==> src/rtl/lsu_arbiter.sv <==
// Shares the single-port load/store unit between the MEM stage (port 0) and a debug/DMA master (port 1).
// One transaction at a time: round-robin grant, registered write-ack wait with timeout, one-cycle response.
module lsu_arbiter #(
  parameter int DEPTH   = 512,
  parameter int IN_LO   = 320,
  parameter int IN_HI   = 383,
  parameter int TIMEOUT = 4
) (
  input  logic        clk_i,
  input  logic        rst_i,
  input  logic        req0_valid_i,
  input  logic        req0_we_i,
  input  logic [31:0] req0_addr_i,
  input  logic [31:0] req0_wdata_i,
  output logic        req0_ready_o,
  output logic        rsp0_valid_o,
  output logic [31:0] rsp0_rdata_o,
  output logic        rsp0_err_o,
  input  logic        req1_valid_i,
  input  logic        req1_we_i,
  input  logic [31:0] req1_addr_i,
  input  logic [31:0] req1_wdata_i,
  output logic        req1_ready_o,
  output logic        rsp1_valid_o,
  output logic [31:0] rsp1_rdata_o,
  output logic        rsp1_err_o,
  output logic [31:0] lsu_addr_o,
  output logic [31:0] lsu_dataW_o,
  output logic        lsu_MemRW_o,
  input  logic [31:0] lsu_dataR_i,
  input  logic        lsu_mem_ready_i,
  output logic        busy_o,
  output logic        grant_o,
  output logic [7:0]  err_cnt_o
);

  localparam int CntW = (TIMEOUT > 1) ? $clog2(TIMEOUT) : 1;

  typedef enum logic [1:0] {IDLE, ISSUE, WAIT_ACK, RESP} state_e;

  state_e            state_q, state_d;
  logic              lastGrant_q, lastGrant_d;
  logic              owner_q, owner_d;
  logic              we_q, we_d;
  logic [31:0]       addr_q, addr_d;
  logic [31:0]       wdata_q, wdata_d;
  logic [31:0]       rdata_q, rdata_d;
  logic              err_q, err_d;
  logic [CntW-1:0]   waitCnt_q, waitCnt_d;
  logic [7:0]        errCnt_q, errCnt_d;

  logic              sel;
  logic              accept;
  logic              selWe;
  logic [31:0]       selAddr;
  logic [31:0]       selWdata;
  logic              inInputRegion;
  logic              errInc;

  // Round-robin pick; ready is withheld during reset so no request is silently dropped.
  always_comb begin
    if (req0_valid_i && req1_valid_i) sel = ~lastGrant_q;
    else                              sel = req1_valid_i;
    accept   = (state_q == IDLE) && (req0_valid_i || req1_valid_i) && !rst_i;
    selWe    = sel ? req1_we_i    : req0_we_i;
    selAddr  = sel ? req1_addr_i  : req0_addr_i;
    selWdata = sel ? req1_wdata_i : req0_wdata_i;
  end

  assign req0_ready_o  = accept && !sel;
  assign req1_ready_o  = accept && sel;
  assign inInputRegion = (addr_q >= 32'(IN_LO)) && (addr_q <= 32'(IN_HI));

  always_comb begin
    state_d     = state_q;
    lastGrant_d = lastGrant_q;
    owner_d     = owner_q;
    we_d        = we_q;
    addr_d      = addr_q;
    wdata_d     = wdata_q;
    rdata_d     = rdata_q;
    err_d       = err_q;
    waitCnt_d   = waitCnt_q;
    errInc      = 1'b0;
    unique case (state_q)
      IDLE: begin
        if (accept) begin
          owner_d     = sel;
          lastGrant_d = sel;
          we_d        = selWe;
          addr_d      = selAddr;
          wdata_d     = selWdata;
          rdata_d     = '0;
          waitCnt_d   = '0;
          if (selAddr >= 32'(DEPTH)) begin
            err_d   = 1'b1;
            errInc  = 1'b1;
            state_d = RESP;
          end else begin
            err_d   = 1'b0;
            state_d = ISSUE;
          end
        end
      end
      ISSUE: begin
        if (we_q) begin
          waitCnt_d = '0;
          state_d   = WAIT_ACK;
        end else begin
          rdata_d = lsu_dataR_i;
          state_d = RESP;
        end
      end
      WAIT_ACK: begin
        // The input-peripheral region never acknowledges, so any stray ready there is not trusted.
        if (lsu_mem_ready_i && !inInputRegion) begin
          err_d   = 1'b0;
          state_d = RESP;
        end else if (waitCnt_q == CntW'(TIMEOUT - 1)) begin
          err_d   = 1'b1;
          errInc  = 1'b1;
          state_d = RESP;
        end else begin
          waitCnt_d = waitCnt_q + CntW'(1);
        end
      end
      RESP: state_d = IDLE;
      default: state_d = IDLE;
    endcase
    errCnt_d = (errInc && errCnt_q != 8'hFF) ? errCnt_q + 8'd1 : errCnt_q;
  end

  always_ff @(posedge clk_i) begin
    if (rst_i) begin
      state_q     <= IDLE;
      lastGrant_q <= 1'b1;
      owner_q     <= 1'b0;
      we_q        <= 1'b0;
      addr_q      <= '0;
      wdata_q     <= '0;
      rdata_q     <= '0;
      err_q       <= 1'b0;
      waitCnt_q   <= '0;
      errCnt_q    <= '0;
    end else begin
      state_q     <= state_d;
      lastGrant_q <= lastGrant_d;
      owner_q     <= owner_d;
      we_q        <= we_d;
      addr_q      <= addr_d;
      wdata_q     <= wdata_d;
      rdata_q     <= rdata_d;
      err_q       <= err_d;
      waitCnt_q   <= waitCnt_d;
      errCnt_q    <= errCnt_d;
    end
  end

  assign lsu_addr_o   = (state_q == ISSUE || state_q == WAIT_ACK) ? addr_q  : '0;
  assign lsu_dataW_o  = (state_q == ISSUE || state_q == WAIT_ACK) ? wdata_q : '0;
  assign lsu_MemRW_o  = (state_q == ISSUE) && we_q;

  assign rsp0_valid_o = (state_q == RESP) && !owner_q;
  assign rsp1_valid_o = (state_q == RESP) && owner_q;
  assign rsp0_rdata_o = rsp0_valid_o ? rdata_q : '0;
  assign rsp1_rdata_o = rsp1_valid_o ? rdata_q : '0;
  assign rsp0_err_o   = rsp0_valid_o && err_q;
  assign rsp1_err_o   = rsp1_valid_o && err_q;

  assign busy_o    = (state_q != IDLE);
  assign grant_o   = owner_q;
  assign err_cnt_o = errCnt_q;

endmodule
==> config.mk <==
export PLATFORM = sky130hd
export DESIGN_NAME = lsu_arbiter
export DESIGN_NICKNAME = d
export VERILOG_FILES = /design/src/rtl/lsu_arbiter.sv
export SDC_FILE = /design/constraint.sdc
export NUM_CORES = 1
export LEC_CHECK = 0
export ABC_AREA = 1
export CORE_ASPECT_RATIO = 2
export CORE_UTILIZATION = 40
export CTS_CLUSTER_SIZE = 16
export DETAILED_ROUTE_END_ITERATION = 8
export MAX_ROUTING_LAYER = met4
export PLACE_DENSITY_LB_ADDON = 0.12
export SLEW_MARGIN = 20
export SYNTH_ARGS = -nofsm -noshare
export SYNTH_HDL_FRONTEND = slang
export SYNTH_SLANG_ARGS = --single-unit
==> constraint.sdc <==
create_clock -name clk_i -period 2.9 [get_ports clk_i]
set_input_delay 0.87 -clock clk_i [delete_from_list [all_inputs] [get_ports clk_i]]
set_output_delay 0.87 -clock clk_i [all_outputs]
set_load 0.03 [all_outputs]
==> key figures <==
Synth
  – Mapped Cells: 906
  – Yosys Warn Count: 0
  – Sequential area share after synthesis: 37.8%
  – Yosys top cell area share: between 30 and 40%
  – Average size of a mapped cell: 6.54 µm²
  – Post-synth top area cell: dfxtp_1
  – Number of synthesized register bits: 112
  – Synthesized area: between 0.005 and 0.006 mm²
  – Synth area leaders: dfxtp_1, nand2_1, inv_1
  – Yosys cell types: 32
  – Syn Nets: 1,081

STA
  – Max-slew headroom: 41.5%
  – Slew Limit Fails: 0
  – FMAX: ~0.36 GHz
  – Least-Margin Pin Slew: 0.877 ns
  – Post-route clock period utilization: 96.7%
  – Fin Clk Skew: between 0.01 and 0.015 ns
  – Final setup violation count: 0
  – Final Hold Viols: 0
  – Min cycle time layout: 2.80 ns
  – Setup Total Neg Slack: 0 ns

Routing
  – Remaining DRCs: 0
  – Routed vias/inst: ~4.8
  – Detail Route Antenna Nets: 0
  – Vias post-DR: between 6,000 and 7,000
  – Drt pass-1 iters: 4
  – Drt wl/cell: 14.4 µm
  – WL final: 20.1 mm
  – Initial DRC count: 229

Critical path
  – CP cell instances: inv_1 -> ha_2 -> buf_4 -> nand2_1 -> inv_1 -> clkdlybuf4s15_1
  – Worst setup SP type: flip-flop
  – Worst path slowest cell: clkdlybuf4s15_1
  – Worst R2R Start: state_q[0]
  – Kind of critical path: reg -> out
  – Cell mode on critical path: inv_1
  – WP data required: 2.03 ns
  – CP Capture Type: output port
  – Top fanout value on the critical path: 7
  – CP peak stage delay: 0.39 ns
  – Worst path arrival time: 1.93 ns
  – Reg-to-Reg End: waitCnt_q[1]
  – Worst R2R Setup Slack: just over 0.7 ns
  – Worst reg2reg path depth: 12

CTS
  – CTS tree: yes
  – Clk_lat worst skew: approximately 0.35 ns
  – Root buf cell: clkbuf_16
  – Clock Sinks: 112
  – Max Root-Sink Buffers: 2
  – Cts bufs inserted: 9
  – H-tree levels: 3
  – Clk slew on worst S/H paths: about 0.070 ns

Placed design
  – Routability congestion estimate: 0.892
  – Final HPWL DP: 15.4 mm
  – IO Port Bufs: about 310

Layout
  – Most frequent cells in the layout: nand2_1, clkdlybuf4s50_1, inv_1
  – Final core occ: 65.0%
  – P&R area growth vs syn: 58.3%
  – Share of layout cells above drive strength 1: 15.8%
  – Most common cell after layout, fill and taps aside: nand2_1
  – Inserted Diodes: 0
  – Fillers: 1,385
  – Nets: ~1,400

Die
  – Initial Utilization: 41.1%
  – Die area: around 0.015 mm²
  – Core Region: between 0.01 and 0.015 mm²
  – Die Wd: about 88 µm
  – Die Y: 174 µm
  – I/O pin count: 312
  – # rows: 62

GRT
  – Vias in the first global route: 6,676
  – Initial antenna violation count: 0
  – Largest net degree at the start of global routing: 82
  – GRT Total Usage: a little over a quarter
  – Grt total ovfl: 0
  – First-pass GRT wire length: 31.6 mm

Pwr
  – Pwr per Cell Area: approximately 700 mW/mm²
  – Maximum vdd drop: 0.604 mV
  – Leakage: 0.00441 µW

Hold path
  – Hold Path Cell Cnt: 2
  – Tightest Hold Check Type: reg -> reg
  – Hold_sp: waitCnt_q[1]
  – Hold EP: waitCnt_q[1]

Status
  – Outcome: complete, no violations

Job
  – Max-cap violations: 0
==> power breakdown <==
group / internal, µW / switching, µW / leakage, µW / total, µW
logic: 1300 / 2060 / 0.00335 / 3360
clock network: 636 / 578 / 0.000142 / 1210
registers: 1900 / 162 / 0.000918 / 2060
==> flip-flops by register name (all words and copies together) (netlist names) <==
| register | flops |
|---|---|
| err_q | 1 |
| addr_q | 32 |
| err_cnt_o | 8 |
| wdata_q | 32 |
| grant_o | 1 |
| we_q | 1 |
| rdata_q | 32 |
| lastGrant_q | 1 |
| waitCnt_q | 2 |
| state_q | 2 |
==> worst max-delay path, delay by kind of cell (launching register included) <==
kind	cells	cell delay [ns]
adders and majority gates	1	0.37
DFF	1	0.38
buffers and inverters	4	0.76
and+or+nand+nor	1	0.07
==> kinds of logic after synthesis <==
kind of cell	after synthesis	share of synthesized area, %
AOI/OAI and AO/OA	160	16.5
xor gates and xnor gates	5	0.739
adders and majority gates	8	1.69
buffers and inverters	201	13.9
DFF	112	37.8
and+or+nand+nor	420	29.4
==> metal layers <==
metal | up-vias | GRT usage, % | part of all wire, %
li1 | 3424 | - | -
met1 | 3066 | 26.2 | 36
met2 | 267 | 51.4 | 55
met3 | 28 | 5.18 | 6.8
met4 | 0 | 9.27 | 2.5
met5 | - | - | 0
==> what timing repair did <==
item / in CTS / in global routing
gates cloned: 0 / 1
gates resized for setup: 22 / 15
setup endpoints to repair: 22 / 18
hold buffers: 0 / 0
setup buffers: 3 / 0
==> synth_stat cells, drive strengths merged <==
cell type and number:
dfxtp 112, nand3 35, o22ai 3, o21ai 29, nor3 4, o211ai 3, ha 8, a211oi 32
xor2 5, clkbuf 30, a21oi 53, nand4 8, nand3b 1, nand2 281, a31oi 33, buf 25
inv 146, a22oi 7, nor2 91
==> area by class of cell <==
cell class	count	area, µm²	area share [%]
clock buffers	11	253	2.70
clock inverters	5	38.8	0.414
inverters	146	548	5.84
multi-input cells	593	2870	30.6
flip-flops and latches	112	2240	23.9
well taps	192	240	2.56
repair buffers	342	3180	33.9
==> how the worst max path moves through the flow <==
stage | startpoint | endpoint | slack, ns | depth (start not counted)
after floorplan | req1_valid_i | req1_ready_o | 0.17 | 6
after global placement | req1_valid_i | req0_ready_o | -0.08 | 6
after detailed placement | req0_valid_i | err_cnt_o[1] | -0.13 | 16
after CTS | state_q[0] | lsu_dataW_o[2] | 0.04 | 7
after global routing | state_q[0] | lsu_dataW_o[2] | -0.002 | 7
final | state_q[0] | lsu_addr_o[25] | 0.1 | 6
==> stage by stage <==
step                hold slack, ns  cells  power, µW  setup slack (ns)  cell area, µm²
floorplan                    0.444    906       4140             0.167            5920
global placement             0.453   1381       5380           -0.0750            9060
detailed placement           0.462   1381       5420            -0.134            9060
CTS                          0.473   1400       6620            0.0354            9350
global route                 0.490   1401       7110          -0.00157            9380
finish                       0.474   1401       6630            0.0953            9380
No activity file was read; power rests on OpenSTA's default activity.
